## src/rtl/mem_pkg.sv

```systemverilog
// Shared types and defaults for the burst memory controller.
package mem_pkg;

  typedef enum logic [1:0] {
    IDLE   = 2'd0,
    SETUP  = 2'd1,
    ACCESS = 2'd2,
    WAIT   = 2'd3
  } state_t;

  localparam logic RD = 1'b1;
  localparam logic WR = 1'b0;

  localparam int DEF_DWIDTH      = 32;
  localparam int DEF_AWIDTH      = 8;
  localparam int DEF_CPU_AWIDTH  = 16;
  localparam int DEF_WAIT_CYCLES = 2;
  localparam int DEF_BWIDTH      = 2;

  // Wide enough for the full 0..15 range of WAIT_CYCLES.
  localparam int WAIT_CNT_W = 4;

endpackage

```

## src/rtl/mem_wait_timer.sv

```systemverilog
// Loadable down-counter with a zero flag; times the per-beat WAIT interval.
module mem_wait_timer
  import mem_pkg::*;
#(
  parameter int CNT_W = WAIT_CNT_W
) (
  input  logic             clk,
  input  logic             rst,
  input  logic             i_load,
  input  logic [CNT_W-1:0] i_load_val,
  input  logic             i_dec,
  output logic             o_zero
);

  logic [CNT_W-1:0] r_cnt;

  always_ff @(posedge clk or posedge rst) begin
    if (rst) begin
      r_cnt <= '0;
    end else if (i_load) begin
      r_cnt <= i_load_val;
    end else if (i_dec && (r_cnt != '0)) begin
      r_cnt <= r_cnt - 1'b1;
    end
  end

  assign o_zero = (r_cnt == '0);

endmodule

```

## src/rtl/mem_burst_ctrl.sv

```systemverilog
// CPU-to-RAM burst controller: one request becomes Burst_len+1 fixed-latency
// beats at incrementing (wrapping) RAM addresses, each SETUP -> ACCESS -> WAIT.
module mem_burst_ctrl
  import mem_pkg::*;
#(
  parameter int DWIDTH      = DEF_DWIDTH,
  parameter int AWIDTH      = DEF_AWIDTH,
  parameter int CPU_AWIDTH  = DEF_CPU_AWIDTH,
  parameter int WAIT_CYCLES = DEF_WAIT_CYCLES,
  parameter int BWIDTH      = DEF_BWIDTH
) (
  input  logic                  clk,
  input  logic                  rst,
  input  logic                  Valid,
  input  logic                  RW,
  input  logic [CPU_AWIDTH-1:0] Addr_in,
  input  logic [BWIDTH-1:0]     Burst_len,
  input  logic [DWIDTH-1:0]     Wdata,
  output logic [DWIDTH-1:0]     Rdata,
  output logic                  Ready,
  output logic                  Beat_done,
  output logic                  Last,
  output logic                  rdEn,
  output logic                  wrEn,
  output logic [AWIDTH-1:0]     Addr,
  output logic [DWIDTH-1:0]     Mem_wdata,
  input  logic [DWIDTH-1:0]     Mem_rdata,
  output state_t                o_dbg_state
);

  localparam logic [WAIT_CNT_W-1:0] LP_WAIT = WAIT_CNT_W'(WAIT_CYCLES);

  state_t              r_state;
  state_t              w_next;
  logic [AWIDTH-1:0]   r_addr;
  logic                r_rw;
  logic [BWIDTH-1:0]   r_len;
  logic [BWIDTH-1:0]   r_beat;
  logic                w_accept;
  logic                w_setup;
  logic                w_load;
  logic                w_dec;
  logic                w_zero;
  logic                w_complete;
  logic                w_last_beat;
  logic                w_unused_addr;

  assign w_unused_addr = ^Addr_in[CPU_AWIDTH-1:AWIDTH];
  assign w_last_beat   = (r_beat == r_len);
  assign o_dbg_state   = r_state;

  mem_wait_timer #(.CNT_W(WAIT_CNT_W)) u_wait_timer (
    .clk        (clk),
    .rst        (rst),
    .i_load     (w_load),
    .i_load_val (LP_WAIT),
    .i_dec      (w_dec),
    .o_zero     (w_zero)
  );

  always_ff @(posedge clk or posedge rst) begin
    if (rst) begin
      r_state <= IDLE;
    end else begin
      r_state <= w_next;
    end
  end

  // Request handshake: a request transfers on an edge where Valid and Ready are
  // both high. Ready is high exactly in IDLE, so Valid elsewhere is dropped.
  always_comb begin
    w_next = r_state;
    case (r_state)
      IDLE:    if (Valid) w_next = SETUP;
      SETUP:   w_next = ACCESS;
      ACCESS:  w_next = WAIT;
      WAIT:    if (w_zero) w_next = w_last_beat ? IDLE : SETUP;
      default: w_next = IDLE;
    endcase
  end

  always_comb begin
    w_accept   = 1'b0;
    w_setup    = 1'b0;
    w_load     = 1'b0;
    w_dec      = 1'b0;
    w_complete = 1'b0;
    case (r_state)
      IDLE:   w_accept = Valid;
      SETUP:  w_setup  = 1'b1;
      ACCESS: w_load   = 1'b1;
      WAIT: begin
        w_dec      = ~w_zero;
        w_complete = w_zero;
      end
      default: ;
    endcase
  end

  always_ff @(posedge clk or posedge rst) begin
    if (rst) begin
      Rdata     <= '0;
      Ready     <= 1'b1;
      Beat_done <= 1'b0;
      Last      <= 1'b0;
      rdEn      <= 1'b0;
      wrEn      <= 1'b0;
      Addr      <= '0;
      Mem_wdata <= '0;
      r_addr    <= '0;
      r_rw      <= 1'b0;
      r_len     <= '0;
      r_beat    <= '0;
    end else begin
      Beat_done <= 1'b0;
      Last      <= 1'b0;
      if (w_accept) begin
        r_addr <= Addr_in[AWIDTH-1:0];
        r_rw   <= RW;
        r_len  <= Burst_len;
        r_beat <= '0;
        Ready  <= 1'b0;
      end
      if (w_setup) begin
        Addr <= r_addr;
        if (r_rw == WR) Mem_wdata <= Wdata;
        rdEn <= (r_rw == RD);
        wrEn <= (r_rw == WR);
      end
      // Read data is still driven by the RAM here because rdEn drops on this edge.
      if (w_complete) begin
        if (r_rw == RD) Rdata <= Mem_rdata;
        Beat_done <= 1'b1;
        Last      <= w_last_beat;
        rdEn      <= 1'b0;
        wrEn      <= 1'b0;
        if (w_last_beat) begin
          Ready <= 1'b1;
        end else begin
          r_addr <= r_addr + 1'b1;
          r_beat <= r_beat + 1'b1;
        end
      end
    end
  end

endmodule
```

## config.mk

```make
export PLATFORM = sky130hd
export DESIGN_NAME = mem_burst_ctrl
export DESIGN_NICKNAME = d
export VERILOG_FILES = /design/src/rtl/mem_pkg.sv /design/src/rtl/mem_wait_timer.sv /design/src/rtl/mem_burst_ctrl.sv
export SDC_FILE = /design/constraint.sdc
export NUM_CORES = 1
export LEC_CHECK = 0
export BUFFER_PORTS_ARGS = -buffer_cell sky130_fd_sc_hd__buf_2
export CAP_MARGIN = 20
export CORE_ASPECT_RATIO = 0.5
export CORE_MARGIN = 3
export CORE_UTILIZATION = 48
export CTS_CLUSTER_SIZE = 14
export DETAILED_ROUTE_END_ITERATION = 6
export PLACE_DENSITY = 0.9
export SLEW_MARGIN = 20
export SYNTH_ARGS = -nofsm -noshare
export SYNTH_HDL_FRONTEND = slang
export SYNTH_SLANG_ARGS = --single-unit
export TNS_END_PERCENT = 100
```

## constraint.sdc

```tcl
create_clock -name clk -period 4.1 [get_ports clk]
set_clock_uncertainty 0.2 [all_clocks]
set_input_delay 0.82 -clock clk [delete_from_list [all_inputs] [get_ports clk]]
set_output_delay 0.82 -clock clk [all_outputs]
set_load 0.02 [all_outputs]
```

Word-level counts from Yosys, hierarchy flattened
Cells that the tools add are included.

storage, ports and cells
  latch bits = 0
  memories kept = 0
  ROM bits = 0
  RAM bits = 0
  bits of input ports = 86
  register bits = 96

operators by class
  bitwise operators = 2
  equality and inequality tests = 6
  divide/modulo/power cells = 0
  reduce and logical (&&, ||, !) cells = 9
  add/subtract/negate cells = 3
  shifts and indexed selects = 0
  muxes and demuxes = 26
  multiply operators = 0
  order comparisons = 0

operator list
  kind                   count
  $mux W8                3
  $mux W1                15
  $mux W2                5
  $add A8 B1 Y8 const B  1
  $mux W4                2
  $pmux W2 S4            1
  $reduce_and A2 Y1      3
  $eq A2 B2 Y1 const B   2
  $logic_not A4 Y1       1
  $ne A2 B2 Y1 const B   2
  $reduce_bool A2 Y1     2
  $reduce_bool A4 Y1     1
  $sub A4 B1 Y4 const B  1
  $add A2 B1 Y2 const B  1
  $eq A2 B1 Y1 const B   1
  $eq A2 B2 Y1           1
  $logic_not A2 Y1       1
  $not A1 Y1             2
  $logic_and A1 B1 Y1    1

Depth between registers and ports, before layout
  word-level depth = 6
  gate-level depth with buffers = 9
  gate-level depth less buffers = 6

Cells and area by module
Synthesis repeated with hierarchy kept, for this count alone.

unflattened totals
  cells, all modules = 276
  area, all modules = 4,015.1 um^2

by module, submodules not included
  module          area an instance (um^2)  cells an instance  sequential area each (um^2)  times used
  mem_burst_ctrl  3,753.6                  248                2,303.5                      1
  mem_wait_timer  261.5                    28                 100.1                        1

Least setup slack after synthesis
No wires, ideal clock.

  path kind = register -> register
  start point = reg r_state[1], in the netlist o_dbg_state[1]
  end point = reg r_addr[4]
  arrival time = 1.917 ns
  stages on the path, launching flop included = 8
  setup time = 0.123 ns
  slack = 1.860 ns
  clock period less this slack = 2.240 ns
  path through = dfrtp_1 > ha_1 > nor4bb_1 > buf_4 > o21a_4 > buf_6 > mux2_1 > o221a_2

on the way
  elaborated cells on any way between the ends = 7

RTL lines
  what                    line                   text
  from (decl)             mem_burst_ctrl.sv:33   state_t r_state;
  from (signal assigned)  mem_burst_ctrl.sv:65   r_state <= w_next;
  $eq A2 B2 Y1            mem_burst_ctrl.sv:88   case (r_state)
  $mux W1                 mem_burst_ctrl.sv:88
  via w_complete          mem_burst_ctrl.sv:44   logic w_complete;
  $mux W8                 mem_burst_ctrl.sv:131  if (w_complete) begin
  to (signal assigned)    mem_burst_ctrl.sv:118  r_addr <= Addr_in[AWIDTH-1:0];
  to (signal assigned)    mem_burst_ctrl.sv:140  r_addr <= r_addr + 1'b1;
  to (decl)               mem_burst_ctrl.sv:35   logic [AWIDTH-1:0] r_addr;

The timed path passes the listed nets, and every way through them passes these cells.
A chain may end at the register's enable or synchronous reset.

Worst setup path after layout
  start point = reg r_state[1], in the netlist o_dbg_state[1]
  end point = reg Mem_wdata[31]

on the way
  cells in the longest elaborated chain, start to end = 3

ends and longest elaborated chain
  what                         line                   text
  $eq A2 B1 Y1                 mem_burst_ctrl.sv:88
  $mux W1                      mem_burst_ctrl.sv:88
  $reduce_and A2 Y1 (no line)  n/a
  to (signal assigned)         mem_burst_ctrl.sv:126  if (r_rw == WR) Mem_wdata <= Wdata;
  to (decl)                    mem_burst_ctrl.sv:26   output logic [DWIDTH-1:0] Mem_wdata,

No other way between the ends.

==> impl_metrics.py <==
metrics = {
    "sta": {
        "period_minus_slack_ns": 2.39,
        "setup-violations-final": 0,
        "finalCritPeriodShare_pct": 58.2,
        "fin_worst_hold_slack_ns": 0.288,
        "slew_viol_final": 0,
        "worstMarginPinSlew_ns": 0.775,
        "timing.fmax_mhz": 419,
        "unrepaired_setup_endpoints_after_global_routing": "no",
        "timing.final.hold_violations": 0,
        "timing.slew.headroom_pct": 48.3,
        "tns_ns": 0,
    },
    "routing": {
        "drt-vias-per-instance": 4.98,
        "dr.pass1.iters": 4,
        "antenna_violating_nets_post_route": 0,
        "remaining_drc_errors": 0,
        "detail_route.iter0.violations": 112,
        "detail_route.wirelength_mm": 8.58,
        "vias": 2710,
        "detail_routed_net_length_per_standard_cell_um": 15.8,
    },
    "floorplan": {
        "rows": 22,
        "initial_utilization_pct": 51.7,
        "fp.dieH_um": 70.2,
        "num_io_pins": 165,
        "die_area_um2": 9430,
        "dieWidth_um": 134,
        "design.core.area_um2": 7650,
    },
    "synth": {
        "synth_async_sr_flop_share_pct": 100,
        "dominantRegCellSynth": "dfrtp_1",
        "seq_area_frac_synth_pct": 60.8,
        "post_synth.cell_area_avg_um2": 14.5,
        "synth_edf_count": 0,
        "mappedNetlistArea_um2": 3950,
        "postSynthRegisterBits": 96,
        "number_of_instances_in_the_synthesized_netlist": 272,
        "synthesis.yosys.warnings": 0,
        "synth.net_count": 365,
        "synthDistinctLibCells": 40,
    },
    "final_layout": {
        "stdcell_area_um2": 5120,
        "area_delta_synth_final_pct": 29.6,
        "diodes": 0,
        "drive_gt1_share_pct": 59.4,
        "fraction_of_the_core_area_covered_by_cells_at_the_end_of_the_flow_pct": 66.9,
        "nNetsFinal": 524,
    },
    "cts": {
        "clkSlewWorstSetupHoldPaths_ns": 0.06,
        "cts-hold-fix-buffers": 0,
        "clkLatencyLatePin_ns": 0.33,
        "max_root_sink_buffers": 2,
        "clock_tree.htree_level_count": 3,
        "cts.repair_timing.setup_buffer_count": 0,
        "numClockSinks": 96,
        "cts_tree": "yes",
        "clockRootBuffer": "clkbuf_16",
        "post_cts.resized_instances": 0,
        "cts_buffers": 9,
    },
    "global_route": {
        "grt_overflow_total": 0,
        "grt_max_degree": 53,
        "first_global_vias": 2814,
        "grt_use_total_pct": 18.2,
        "initial_antenna_violation_count": 0,
        "grt_pass1_wl_mm": 13.5,
    },
    "critical_path": {
        "worst_ep_required_time_ns": 4.11,
        "r2r.worst_path.cells": 6,
        "reg2reg_slack_ns": 1.71,
        "critical_path_arrival_ns": 2.40,
        "cp_max_fo": 34,
        "worstReg2RegStart": "o_dbg_state[1]",
        "kind_of_critical_path": "reg2reg",
        "worst_setup_path_end_kind": "flip-flop",
        "crit-reg2reg-capture": "Mem_wdata[31]",
        "start_kind": "flip-flop",
    },
    "power_and_ir_drop": {
        "power_per_cell_area_nw_per_um2": 873,
        "p_leak_nw": 2.45,
        "peak_vdd_ir_mv": 0.344,
    },
    "placed_design": {
        "hpwlAfterDp_mm": 6.46,
        "globalplace.congestion": 0.800,
        "postPlaceCellArea_um2": 4840,
        "placement.io_buffers": 156,
    },
    "run_status": {
        "run_status": "completed",
    },
    "min_path": {
        "timing.hold.worst_path_depth": 1,
        "hp-start": "Rdata[15]",
        "whs_endpoint": "Rdata[15]",
        "class_of_the_tightest_hold_or_removal_check": "reg2reg",
    },
    "job": {
        "max_cap_violations": 0,
    },
}
-- cells in the mapped netlist, types with 2 or more instances --
library cell / count / share of area (%)
dfrtp_1: 95 / 60
mux2_2: 74 / 21
nand2_1: 9 / 0.85
nand3_1: 8 / 1.0
nor2_1: 8 / 0.76
buf_2: 7 / 0.89
ha_1: 7 / 2.2
inv_1: 7 / 0.66
mux2i_1: 6 / 1.5
o21ai_0: 6 / 0.76
nor3_1: 4 / 0.51
xor2_1: 4 / 0.89
a21oi_1: 3 / 0.38
mux2_1: 3 / 0.85
o221a_1: 3 / 0.85
buf_6: 2 / 0.57
nand4_1: 2 / 0.32
o221a_2: 2 / 0.57
-- sequential cells by signal, summed over array words and instances (netlist names) --
name and cells:
Mem_wdata 32, Rdata 32, Addr 8, r_addr 8, u_wait_timer.r_cnt 4, o_dbg_state 2
r_beat 2, r_len 2, Beat_done 1, Last 1, Ready 1, r_rw 1
rdEn 1, wrEn 1
-- through the flow --
stage	instances	setup WS (ns)	power, W
2_1_floorplan	272	0.576	0.00307
5_1_grt	544	1.56	0.00474
6_report	544	1.71	0.00447
3_3_place_gp	528	1.73	0.00363
3_5_place_dp	528	1.71	0.00373
4_1_cts	544	1.69	0.00452
-- cells in the final DEF (no fill, tap or decap), types with 3 or more instances in the layout --
| cell | instances |
|---|---|
| buf_2 | 156 |
| dfrtp_1 | 95 |
| mux2_2 | 74 |
| nand2_1 | 9 |
| clkbuf_16 | 9 |
| nor2_1 | 8 |
| nand3_1 | 8 |
| ha_1 | 7 |
| inv_1 | 6 |
| o21ai_0 | 6 |
| mux2i_1 | 6 |
| nor3_1 | 4 |
| xor2_1 | 4 |
| a21oi_1 | 3 |
| o221a_1 | 3 |
| mux2_1 | 3 |
-- area by class of cell --
class	count	area, um2
clock buffers	12	256
clock inverters	4	28.8
fillers	570	2530
inverters	7	27.5
multi-input cells	158	1460
flip-flops and latches	96	2400
well taps	108	135
repair buffers	159	816
-- per-layer routing --
layer  up-vias  track usage, %  part of all wire [%]
li1       1299               -                     -
met1      1304            20.4                    39
met2        97            33.6                    54
met3        10            5.32                   6.3
met4         0            5.87                   1.4
met5         -               0                     0
-- kinds of logic (layout without fill, tap and decap cells) --
kind of cell / Yosys count / in the layout / synth area share [%]
flip-flops: 96 / 96 / 60.8
multiplexers: 84 / 84 / 23.8
AND/OR/NAND/NOR: 41 / 41 / 5.29
AO/OA/AOI/OAI: 21 / 21 / 4.37
buffers and inverters: 18 / 182 / 2.41
adder cells (fa/ha/maj): 7 / 7 / 2.22
XOR/XNOR: 5 / 5 / 1.11
-- worst max-delay path by stage --
stage	start	end	slack [ns]	depth (start not counted)
3_5_place_dp	o_dbg_state[1]	Mem_wdata[3]	1.71	6
5_1_grt	o_dbg_state[1]	Mem_wdata[31]	1.56	6
3_3_place_gp	o_dbg_state[1]	Mem_wdata[16]	1.73	6
6_report	o_dbg_state[1]	Mem_wdata[31]	1.71	6
4_1_cts	o_dbg_state[1]	Mem_wdata[4]	1.69	6
2_1_floorplan	rst	Addr[0]	0.58	1
-- worst max-delay path, cell delays in order (launching register included) --
cell	delay, ns
dfrtp_1	0.42
inv_1	0.13
ha_1	0.48
inv_1	0.13
nor2_2	0.12
buf_4	0.37
mux2_2	0.40
-- where the power goes --
part	internal, W	switching, W
Sequential	0.00143	0.000277
Combinational	0.000870	0.00112
Clock	0.000444	0.000335
Total	0.00274	0.00173
Power figures use the tool's default switching activity.
